--- config.mk ---
export PLATFORM = sky130hd
export DESIGN_NAME = ni_packetizer
export DESIGN_NICKNAME = d
export VERILOG_FILES = /design/src/rtl/ni_packetizer.sv
export SDC_FILE = /design/constraint.sdc
export NUM_CORES = 1
export LEC_CHECK = 0
export BUFFER_PORTS_ARGS = -buffer_cell sky130_fd_sc_hd__buf_2
export CAP_MARGIN = 20
export CORE_MARGIN = 5
export CORE_UTILIZATION = 55
export CTS_CLUSTER_SIZE = 24
export DETAILED_ROUTE_END_ITERATION = 10
export GPL_ROUTABILITY_DRIVEN = 0
export HOLD_SLACK_MARGIN = 0.15
export PLACE_DENSITY = 0.76
export SETUP_SLACK_MARGIN = 0.1
export SLEW_MARGIN = 20
export SYNTH_ARGS = -nofsm -noshare
export SYNTH_HDL_FRONTEND = slang
export SYNTH_SLANG_ARGS = --single-unit
--- constraint.sdc ---
create_clock -name clk -period 2.5 [get_ports clk]
set_input_delay 0.125 -clock clk [delete_from_list [all_inputs] [get_ports clk]]
set_output_delay 0.125 -clock clk [all_outputs]
set_load 0.01 [all_outputs]
--- src/rtl/ni_packetizer.sv ---
// Queues 32-bit core write requests and serialises each into a 5-flit packet ({HEAD,dest} + 4 data bytes, MSB first).
// Latency: head flit valid one cycle after a push into an empty FIFO; 6 cycles per packet with noc_ready held high.
// Backpressure: noc_ready=0 holds the current flit; the FIFO absorbs requests and req_ready drops when it is full.
module ni_packetizer #(
   parameter logic [5:0] HEAD  = 6'b101111,
   parameter int         DEPTH = 4
) (
   input  logic        clk,
   input  logic        rst,
   input  logic [1:0]  current_node,
   input  logic        req_valid,
   input  logic [1:0]  req_dest,
   input  logic [31:0] req_data,
   output logic        req_ready,
   input  logic        noc_ready,
   output logic [7:0]  flit_out,
   output logic        flit_valid,
   output logic        self_drop,
   output logic        busy
);

   localparam int AW = (DEPTH > 1) ? $clog2(DEPTH) : 1;

   typedef enum logic [1:0] {
      IDLE = 2'd0,
      HDR  = 2'd1,
      PAY  = 2'd2
   } state_t;

   state_t        state;
   logic [33:0]   mem [DEPTH];
   logic [AW-1:0] wr_ptr;
   logic [AW-1:0] rd_ptr;
   logic [AW:0]   count;
   logic          full;
   logic          empty;
   logic          push;
   logic          pop;
   logic [1:0]    head_dest;
   logic [31:0]   head_data;
   logic [31:0]   sh_reg;
   logic [1:0]    idx;
   logic          xfer;

   assign full      = (count == (AW + 1)'(DEPTH));
   assign empty     = (count == '0);
   assign req_ready = !full;
   assign push      = req_valid && !full;
   // Every IDLE cycle with a queued entry consumes it, either as a packet or a self-drop.
   assign pop       = (state == IDLE) && !empty;
   assign head_dest = mem[rd_ptr][33:32];
   assign head_data = mem[rd_ptr][31:0];
   assign xfer      = flit_valid && noc_ready;
   assign busy      = !empty || (state != IDLE);

   // Request storage; contents need no reset since pointers/count gate every read.
   always_ff @(posedge clk) begin
      if (push) begin
         mem[wr_ptr] <= {req_dest, req_data};
      end
   end

   // FIFO pointers and occupancy; simultaneous push and pop leaves count unchanged.
   always_ff @(posedge clk or posedge rst) begin
      if (rst) begin
         wr_ptr <= '0;
         rd_ptr <= '0;
         count  <= '0;
      end else begin
         if (push) begin
            wr_ptr <= wr_ptr + 1'b1;
         end
         if (pop) begin
            rd_ptr <= rd_ptr + 1'b1;
         end
         case ({push, pop})
            2'b10:   count <= count + 1'b1;
            2'b01:   count <= count - 1'b1;
            default: count <= count;
         endcase
      end
   end

   // Packet serialiser: pop decision in IDLE, then header and four payload bytes, each held until accepted.
   always_ff @(posedge clk or posedge rst) begin
      if (rst) begin
         state      <= IDLE;
         sh_reg     <= '0;
         idx        <= '0;
         flit_out   <= '0;
         flit_valid <= 1'b0;
         self_drop  <= 1'b0;
      end else begin
         self_drop <= 1'b0;
         case (state)
            IDLE: begin
               flit_out   <= '0;
               flit_valid <= 1'b0;
               if (!empty) begin
                  if (head_dest == current_node) begin
                     self_drop <= 1'b1;
                  end else begin
                     sh_reg     <= head_data;
                     flit_out   <= {HEAD, head_dest};
                     flit_valid <= 1'b1;
                     state      <= HDR;
                  end
               end
            end
            HDR: begin
               if (xfer) begin
                  flit_out <= sh_reg[31:24];
                  idx      <= '0;
                  state    <= PAY;
               end
            end
            PAY: begin
               if (xfer) begin
                  if (idx == 2'd3) begin
                     flit_out   <= '0;
                     flit_valid <= 1'b0;
                     state      <= IDLE;
                  end else begin
                     // The next byte sits just below the one being shifted out.
                     sh_reg   <= {sh_reg[23:0], 8'h00};
                     flit_out <= sh_reg[23:16];
                     idx      <= idx + 1'b1;
                  end
               end
            end
            default: begin
               flit_out   <= '0;
               flit_valid <= 1'b0;
               state      <= IDLE;
            end
         endcase
      end
   end

endmodule

Word level (Yosys, flattened, before mapping)
Memories as Yosys holds them, arrays and structs flattened.
Index checks and enable logic that the tools add are counted.
{"block": "op_classes", "bitwise_logic": 1, "mux": 32, "addsub": 5, "eq_ne": 13, "reduce_logical": 17}
{"operator": "$mux 32", "n": 4}
{"operator": "$pmux 32 s2", "n": 1}
{"operator": "$mux 8", "n": 5}
{"operator": "$pmux 8 s3", "n": 1}
{"operator": "$mux 2", "n": 8}
{"operator": "$ne 2x2->1 const B", "n": 6}
{"operator": "$reduce_and 5->1", "n": 2}
{"operator": "$mux 1", "n": 9}
{"operator": "$reduce_bool 2->1", "n": 4}
{"operator": "$add 2x1->2 const B", "n": 3}
{"operator": "$eq 2x2->1 const B", "n": 3}
{"operator": "$pmux 2 s3", "n": 1}
{"operator": "$pmux 3 s2", "n": 1}
{"operator": "$eq 2x1->1 const B", "n": 2}
{"operator": "$pmux 2 s2", "n": 1}
{"operator": "$reduce_and 4->1", "n": 1}
{"operator": "$add 3x1->3 const B", "n": 1}
{"operator": "$eq 3x3->1 const B", "n": 1}
{"operator": "$logic_and 1x1->1", "n": 3}
{"operator": "$logic_not 3->1", "n": 1}
{"operator": "$pmux 1 s3", "n": 1}
{"operator": "$reduce_and 3->1", "n": 1}
{"operator": "$sub 3x1->3 const B", "n": 1}
{"operator": "$eq 2x2->1", "n": 1}
{"operator": "other kinds (5)", "n": 6}
{"block": "word_totals", "ramBits": 136, "output_inout_bits": 12, "reg_bits": 53, "elab_cells": 78, "n_memories": 1}
{"name": "mem", "depth": 4, "width": 34, "rd": 1, "rd_ports_with_merged_regs": 0, "write_ports": 1, "line": "31", "source": "logic [33:0] mem [DEPTH];"}

Logic depth before layout (Yosys ltp)
Gate-level depths: netlist (run 1).
{"block": "depth", "depth_word": 5, "mapped_depth": 11, "depth_no_buf": 10}

Worst setup path before layout (run 1)
No wires, ideal clock.
{"block": "synth_path", "kind": "flip-flop to flip-flop", "start": "register state[1]", "end": "register count[2]", "setup_time_ns": 0.079, "required_ns": 2.421, "n_path_buf": 2, "t_arrival_ns": 2.344, "synth_period_minus_slack_ns": 2.423, "stages_incl_launch_ff": 12, "path_slack_ns": 0.077, "cell_sequence": "dfrtp_1 > buf_2 > nor2_1 > nand2_1 > clkinv_1 > clkbuf_1 > ha_1 > inv_1 > fa_1 > xor2_1 > nor2_1 > xor2_1"}
{"block": "synth_via", "elab_chain_cells": 4}
{"item": "start: declaration", "line": "30", "source": "state_t state;"}
{"item": "start signal: assignment", "line": "87", "source": "state <= IDLE;"}
{"item": "start signal: assignment", "line": "106", "source": "state <= HDR;"}
{"item": "start signal: assignment", "line": "114", "source": "state <= PAY;"}
{"item": "$logic_not 2->1 *", "line": "50", "source": "assign pop = (state == IDLE) && !empty;"}
{"item": "$logic_and 1x1->1 *", "line": "50"}
{"item": "named net pop", "line": "38", "source": "logic pop;"}
{"item": "$eq 2x1->1 / $eq 2x2->1 (equally long branches)", "line": "76", "source": "case ({push, pop})"}
{"item": "$pmux 3 s2 / $reduce_bool 2->1 (equally long branches)"}
{"item": "end signal: assignment", "line": "77", "source": "2'b10: count <= count + 1'b1;"}
{"item": "end signal: assignment", "line": "78", "source": "2'b01: count <= count - 1'b1;"}
{"item": "end signal: assignment", "line": "79", "source": "default: count <= count;"}
{"item": "end: declaration", "line": "34", "source": "logic [AW:0] count;"}
The timed path passes the listed nets; every way through them passes the cells marked *.
A chain may end at the register's enable or synchronous reset.

Worst setup path after layout (run 1)
{"block": "layout_path", "start": "register idx[0]", "end": "register sh_reg[20]"}
{"block": "layout_via", "elab_chain_cells": 3}
{"item": "start: declaration", "line": "42", "source": "logic [1:0] idx;"}
{"item": "start signal: assignment", "line": "127", "source": "idx <= idx + 1'b1;"}
{"item": "$eq 2x2->1", "line": "119", "source": "if (idx == 2'd3) begin"}
{"item": "$ne 2x2->1 (no line)"}
{"item": "$reduce_and 5->1 (no line)"}
{"item": "end signal: assignment", "line": "103", "source": "sh_reg <= head_data;"}
{"item": "end signal: assignment", "line": "125", "source": "sh_reg <= {sh_reg[23:0], 8'h00};"}
{"item": "end: declaration", "line": "41", "source": "logic [31:0] sh_reg;"}
No other way between the ends.

==> results.md, run 1 <==
- H-tree Lvls: 4
- Clk root buf: clkbuf_16
- RSZ-0062 raised after global routing: no
- TNS Setup: 0 ns
- Worst Setup End Kind: register
- Max_cap viols: 0
- Share of layout cells above drive strength 1: approximately 22%
- Critical-path top delay cell: or3b_1
- Post-synthesis sequential area ratio: 63.58%
- Flop and latch count out of synthesis: 189
- Worst Reg-to-Reg Cells: 6
- Worst Path Class, Setup: register to register
- Net Count, Synth: 641
- Setup WS post-layout: ~0.25 ns
- Worst reg2reg path startpoint: idx[0]
- CP Buf/Inv Count: 1
- Crit path launch type: register
- Post-route ant nets: 0
- Post-synth design cell area: 8509 um^2
- Synth async-reset ratio: around 28%
- Die area: 18,060 um^2
- Reg clk slew, reported paths: 0.07 ns
- Register Area: 5411 um^2
- Peak VDD IR: 0.6562 mV
- Max FO, Critical Path: 22
- Fill cells: 1,065
- Setup violations, final: 0
- Delay-heaviest family, CP: simple AND/OR/NAND/NOR gates
- Wire length per cell: 21.89 um
- Postcts setup bufs: 0
- Sink Count: ~190
- Core Footprint: about 15,000 um^2
- TritonCTS clock tree: built
- Final hold violation count: 0
- Syn Area/Cell: ~14 um^2
- Max reg flops: 136
- Drc violations: 0
- Fmax: 444.3 MHz
- Vias in the first global route: 5,691
- # IOs: 52
- Nets: 725
- Leakage: 3.439 nW
- Hold Path Class: input port to asynchronous set/reset pin
- Largest net degree at the start of global routing: 35
- Post-route clock period utilization: between 90% and 100%
- Cts bufs inserted: 17
- Max_slew headroom: 27.47%
- Worst-Skew Late Latency: 0.43 ns
- Hpwl dp: approximately 12,000 um
- Place WS: around 0.17 ns
- Reg2reg end: sh_reg[20]
- Initial antenna violation count: 0
- R2R Setup Slk: 0.25 ns
- Routed vias: 5,753
- Area of the multi-input gates: 2840 um^2
- Total Routing Usage GR: 22.43%
- Number of flops mapped to enable cells by yosys: 136
- Fin util: roughly 66%
- Pre-antenna DRT Iters: 5
- IO Port Bufs: between 50 and 60
- Outcome: finished clean
- Die Wd: 134.4 um
- Synthesized instance count: a little under 600
- Final min period: approximately 2.3 ns
- CP Data Arrival Time: 2.58 ns
- Initial Util: 55.98%
- Detailed Route WL: 19,240 um
- Global-route wire length before repair: 31,170 um
- Clock buffer depth: 2
- Area growth syn-to-layout: 17.22%
- Antenna cells: 0
- Ys flop type: edfxtp_1
- Worst Skew: 0.008426 ns
- Vias per inst: between 6 and 7
- Grt ovf: 0
- Cell Pwr Density: approximately 770 nW/um^2
- # rows: 45
- Worst Tran Pin Value: 1.084 ns
- CP required: 2.83 ns
- Pins Over Slew Limit: 0
- DRT iter0 DRCs: between 600 and 700
- Unique masters post-synth: a little under 50
- Die height: 134.4 um
- YS warnings: 0
- Largest stage delay on the critical path: between 0.6 and 0.7 ns
- Cell breakdown of the critical path: ha_1, or3b_1, buf_4, nand2_1, o221ai_1, nor3_1
[stage by stage]
| stage | hold WS, ns | power, mW | instances | instance area [um^2] |
|---|---|---|---|---|
| 2_1_floorplan | 0.2239 | 4.671 | 594 | 8511 |
| 3_3_place_gp | 0.2257 | 4.989 | 810 | 9002 |
| 3_5_place_dp | 0.2275 | 5.057 | 810 | 9002 |
| 4_1_cts | 0.3332 | 7.695 | 879 | 9963 |
| 5_1_grt | 0.3621 | 7.967 | 879 | 9975 |
| 6_report | 0.3121 | 7.666 | 879 | 9975 |
[logic make-up after synthesis]
| group | Yosys count | synth area share, % |
|---|---|---|
| and+or+nand+nor | 154 | 9.116 |
| adders and majority gates | 11 | 1.588 |
| xor gates and xnor gates | 10 | 1.382 |
| DFF | 189 | 63.58 |
| muxes | 36 | 9.249 |
| AOI/OAI and AO/OA | 127 | 11.75 |
| buffers and inverters | 67 | 3.338 |
[Yosys cell counts (4+ instances only)]
cell / number / area share (%)
nand3_1: 30 / 1.8
inv_1: 15 / 0.66
clkbuf_1: 34 / 1.5
nor3_1: 25 / 1.5
xnor2_1: 4 / 0.41
a21oi_1: 7 / 0.41
edfxtp_1: 136 / 48
a221oi_1: 7 / 0.72
a211oi_1: 17 / 1.5
nand2_1: 39 / 1.7
o211ai_1: 8 / 0.71
buf_2: 14 / 0.82
a2bb2oi_1: 8 / 0.82
maj3_1: 4 / 0.47
o221ai_1: 17 / 1.7
ha_1: 6 / 0.88
a31oi_1: 5 / 0.37
nor2_1: 13 / 0.57
a211o_1: 10 / 1.0
and3_1: 4 / 0.29
a22oi_1: 5 / 0.44
o22a_1: 17 / 1.7
mux4_2: 34 / 9.0
a221o_1: 7 / 0.82
or3_1: 9 / 0.66
dfrtp_1: 53 / 16
nor4_1: 18 / 1.3
and2_1: 9 / 0.66
o21ai_0: 10 / 0.59
[power breakdown]
group	switching, mW	total [mW]	internal, mW
registers	0.127	4.04	3.91
logic	0.667	1.00	0.334
clock network	1.22	2.63	1.41
[final cells by class]
class                      count  area share [%]
sequential                   189           54.25
multi-input combinational    338           28.47
timing repair buffer         116           8.505
clock buffer                  17           4.265
tap                          188           2.358
clock inverter                15           1.543
inverter                      16          0.6021
[timing repair]
item	4_1_cts	5_1_grt
endpoints found under the setup margin	1	15
resized for setup	1	1
hold buffers	37	0
pin swaps	0	0
hold endpoints to repair	161	0
[worst max-delay path by stage]
stage          slack, ns         end  startpoint  depth (start not counted)
2_1_floorplan       0.19    count[2]    state[1]                         11
3_3_place_gp        0.27  sh_reg[20]   rd_ptr[0]                          5
3_5_place_dp        0.17  sh_reg[22]   rd_ptr[0]                          5
4_1_cts             0.16  sh_reg[20]   rd_ptr[0]                          5
5_1_grt             0.11  sh_reg[20]   rd_ptr[0]                          5
6_report            0.25  sh_reg[20]      idx[0]                          6
[placed cells by master, fill, tap and decap left out, types with 18 or more instances in the layout]
| cell | n |
|---|---|
| dlygate4sd3_1 | 37 |
| nand3_1 | 30 |
| buf_4 | 27 |
| nand2_1 | 39 |
| dfrtp_1 | 52 |
| mux4_2 | 34 |
| edfxtp_1 | 136 |
| nor3_1 | 25 |
| nor4_1 | 18 |
| buf_2 | 51 |
[routing by layer]
layer	wire [um]	part of all wire [%]	up-vias	global-route usage, %
met4	477	2.5	0	7.579
met1	7795	41	2884	30.95
li1	-	-	2551	-
met2	9394	49	285	35.20
met3	1575	8.2	33	5.776
met5	0	0	-	0
[worst register-to-register path, stage by stage, from the launching register on]
cell and delay [ns]:
dfrtp_1 0.42, ha_1 0.24, or3b_1 0.66, buf_4 0.35, nand2_1 0.13, o221ai_1 0.12, nor3_1 0.22
Note: power is estimated with default switching activity, not from simulation.
==> inputs of run 2 (changes only) <==
CORE_ASPECT_RATIO = 1.4   (was not set)
CORE_MARGIN = 4   (was 5)
==> run 2 against run 1 <==
  * Register-to-register slack got worse by 0.02 ns
  * Critical path depth shrank 1
  * Wire length fell by 0.45%
  * First-iteration DRC count increased by 26%
  * Worst hold slack better by 0.022 ns
  * Critical endpoint is now sh_reg[19]
  * Largest cell class unchanged
  * Largest power group unchanged
==> results.md, run 2 (same netlist as run 1, synthesis figures left out) <==
- Nets: 724 (-0.14%)
- Fill cells: 1,048 (-1.6%)
- Most frequent cells in the layout: 136 x edfxtp_1, 52 x dfrtp_1, 51 x buf_2
- Outcome: finished clean
- Routed vias: 5,811 (+1.0%)
- Vias in the first global route: 5,927 (+4.1%)
- GRT met1 Usage: 30.97% (about the same)
- Sink Count: 189 (unchanged)
- Placed Cells: 813 (+0.37%)
- Worst reg2reg path startpoint: rd_ptr[0]
- Worst Tran Pin Value: 1.087 ns (+0.002817 ns)
- Fmax: 441.2 MHz (-0.70%)
- # rows: 53 (+18%)
- Worst Skew: 0.01386 ns (+0.005432 ns)
- Cell breakdown of the critical path: mux4_2, xnor2_2, buf_4, a211oi_1, nor3_1
- CP required: 2.81 ns (-0.02 ns)
- Area of the multi-input gates: 2818 um^2 (-0.79%)
- Area growth syn-to-layout: 17.29% (about the same)
- Detailed Route WL: 19,160 um (-0.45%)
- Core Footprint: 15,120 um^2 (-0.54%)
- Worst-Skew Late Latency: 0.42 ns (about the same)
- Clk root buf: clkbuf_16
- Final hold violation count: 0 (unchanged)
- Max reg flops: 136 (unchanged)
- Post-route clock period utilization: 90.67% (+0.63 points)
- Initial Util: 56.28% (+0.31 points)
- IO Port Bufs: 51 (unchanged)
- Post-Layout Cell Count: 882 (+0.34%)
- Peak VDD IR: 0.4727 mV (-28%)
- TritonCTS clock tree: built
- Reg clk slew, reported paths: 0.07 ns (about the same)
- Wire length per cell: 21.72 um (-0.79%)
- Postcts setup bufs: 0 (unchanged)
- Die area: 17,550 um^2 (-2.8%)
- Register Area: 5411 um^2 (unchanged)
- Cts bufs inserted: 17 (unchanged)
- Drc violations: 0 (unchanged)
- Worst Reg-to-Reg Cells: 5 (-1)
- Critical-path top delay cell: mux4_2
- R2R Setup Slk: 0.23 ns (-0.02 ns)
- Share of layout cells above drive strength 1: 21.88% (-0.40 points)
- Met2 global-route usage: 38.42% (+3.2 points)
- Max FO, Critical Path: 32 (+45%)
- Final min period: 2.267 ns (+0.01582 ns)
- Hold slack final: 0.3345 ns (+0.02240 ns)
- Post-route ant nets: 0 (unchanged)
- # IOs: 52 (unchanged)
- Delay-heaviest family, CP: multiplexers
- Pins Over Slew Limit: 0 (unchanged)
- Initial antenna violation count: 0 (unchanged)
- DRT iter0 DRCs: 812 (+26%)
- Pre-antenna DRT Iters: 6 (+1)
- RSZ-0062 raised after global routing: no
- CP Data Arrival Time: 2.58 ns (about the same)
- Reg2reg end: sh_reg[19]
- M3 GR Usage: 3.113% (-2.7 points)
- Leakage: 3.432 nW (-0.21%)
- Largest stage delay on the critical path: 0.65 ns (about the same)
- TNS Setup: 0 ns (unchanged)
- Crit path launch type: register
- Post-route cell area: 9981 um^2 (about the same)
- Antenna cells: 0 (unchanged)
- Die height: 155.2 um (+15%)
- Clock buffer depth: 2 (unchanged)
- Total Routing Usage GR: 23.18% (+0.74 points)
- Global-route wire length before repair: 31,750 um (+1.8%)
- Largest net degree at the start of global routing: 36 (+2.9%)
- Top Usage Layer GRT: met2
- Grt ovf: 0 (unchanged)
- Hold Path Class: input port to asynchronous set/reset pin
- Post-DP Area: 9050 um^2 (+0.53%)
- Commonest non-fill, non-tap cell in the layout: edfxtp_1
- Worst Setup End Kind: register
- Hpwl dp: 11,970 um (+0.66%)
- Vias per inst: 6.588 (+0.66%)
- CP Buf/Inv Count: 1 (unchanged)
- Setup violations, final: 0 (unchanged)
- Max_slew headroom: 27.28% (-0.19 points)
- H-tree Lvls: 4 (unchanged)
- Worst Path Class, Setup: register to register
- Cell Pwr Density: 761.6 nW/um^2 (-0.91%)
- Die Wd: 113.1 um (-16%)
- Max_cap viols: 0 (unchanged)
==> run 2: worst reg2reg max path, delay by kind of cell, from the launching register on <==
family | cells | cell delay (ns)
and+or+nand+nor | 1 | 0.28
xor gates and xnor gates | 1 | 0.17
AOI/OAI and AO/OA | 1 | 0.14
DFF | 1 | 0.54
buffers and inverters | 1 | 0.37
muxes | 1 | 0.65
==> run 2: routing by layer <==
metal | share of wire (%) | vias to the layer above | wire (um)
met5 | 0 | - | 0
met4 | 3.5 | 0 | 669
met3 | 6.6 | 51 | 1261
met2 | 51 | 327 | 9737
met1 | 39 | 2889 | 7487
li1 | - | 2544 | -
==> run 2: what timing repair did <==
action,CTS,global route
endpoints found under the hold margin,161,0
resized for setup,0,1
hold buffers,37,0
setup endpoints to repair,0,2
==> run 2: worst max path at each step <==
stage              start  cells past startpoint     endpoint
5_1_grt        rd_ptr[0]                      5   sh_reg[16]
3_3_place_gp   rd_ptr[0]                      5  flit_out[1]
3_5_place_dp   rd_ptr[0]                      5    sh_reg[9]
6_report       rd_ptr[0]                      5   sh_reg[19]
2_1_floorplan   state[1]                     11     count[2]
4_1_cts           idx[0]                      6   sh_reg[19]
==> run 2: area by class of cell <==
class,count,area share (%)
sequential,189,54.22
timing repair buffer,115,8.926
tap,192,2.407
clock buffer,21,4.513
inverter,16,0.6017
clock inverter,11,1.103
multi-input combinational,338,28.23
==> run 2: report_power, final <==
part,internal [mW],switching (mW)
clock network,1.42,1.12
logic,0.356,0.666
registers,3.91,0.130
==> run 2: metrics by stage <==
step | power, mW | setup slack [ns] | util (%)
6_report | 7.602 | 0.2332 | 66.01
5_1_grt | 7.916 | 0.1099 | 66.01
4_1_cts | 7.660 | 0.2227 | 66.01
3_5_place_dp | 5.083 | 0.3362 | 59.86
3_3_place_gp | 5.010 | 0.3988 | 59.86
2_1_floorplan | 4.671 | 0.1943 | -
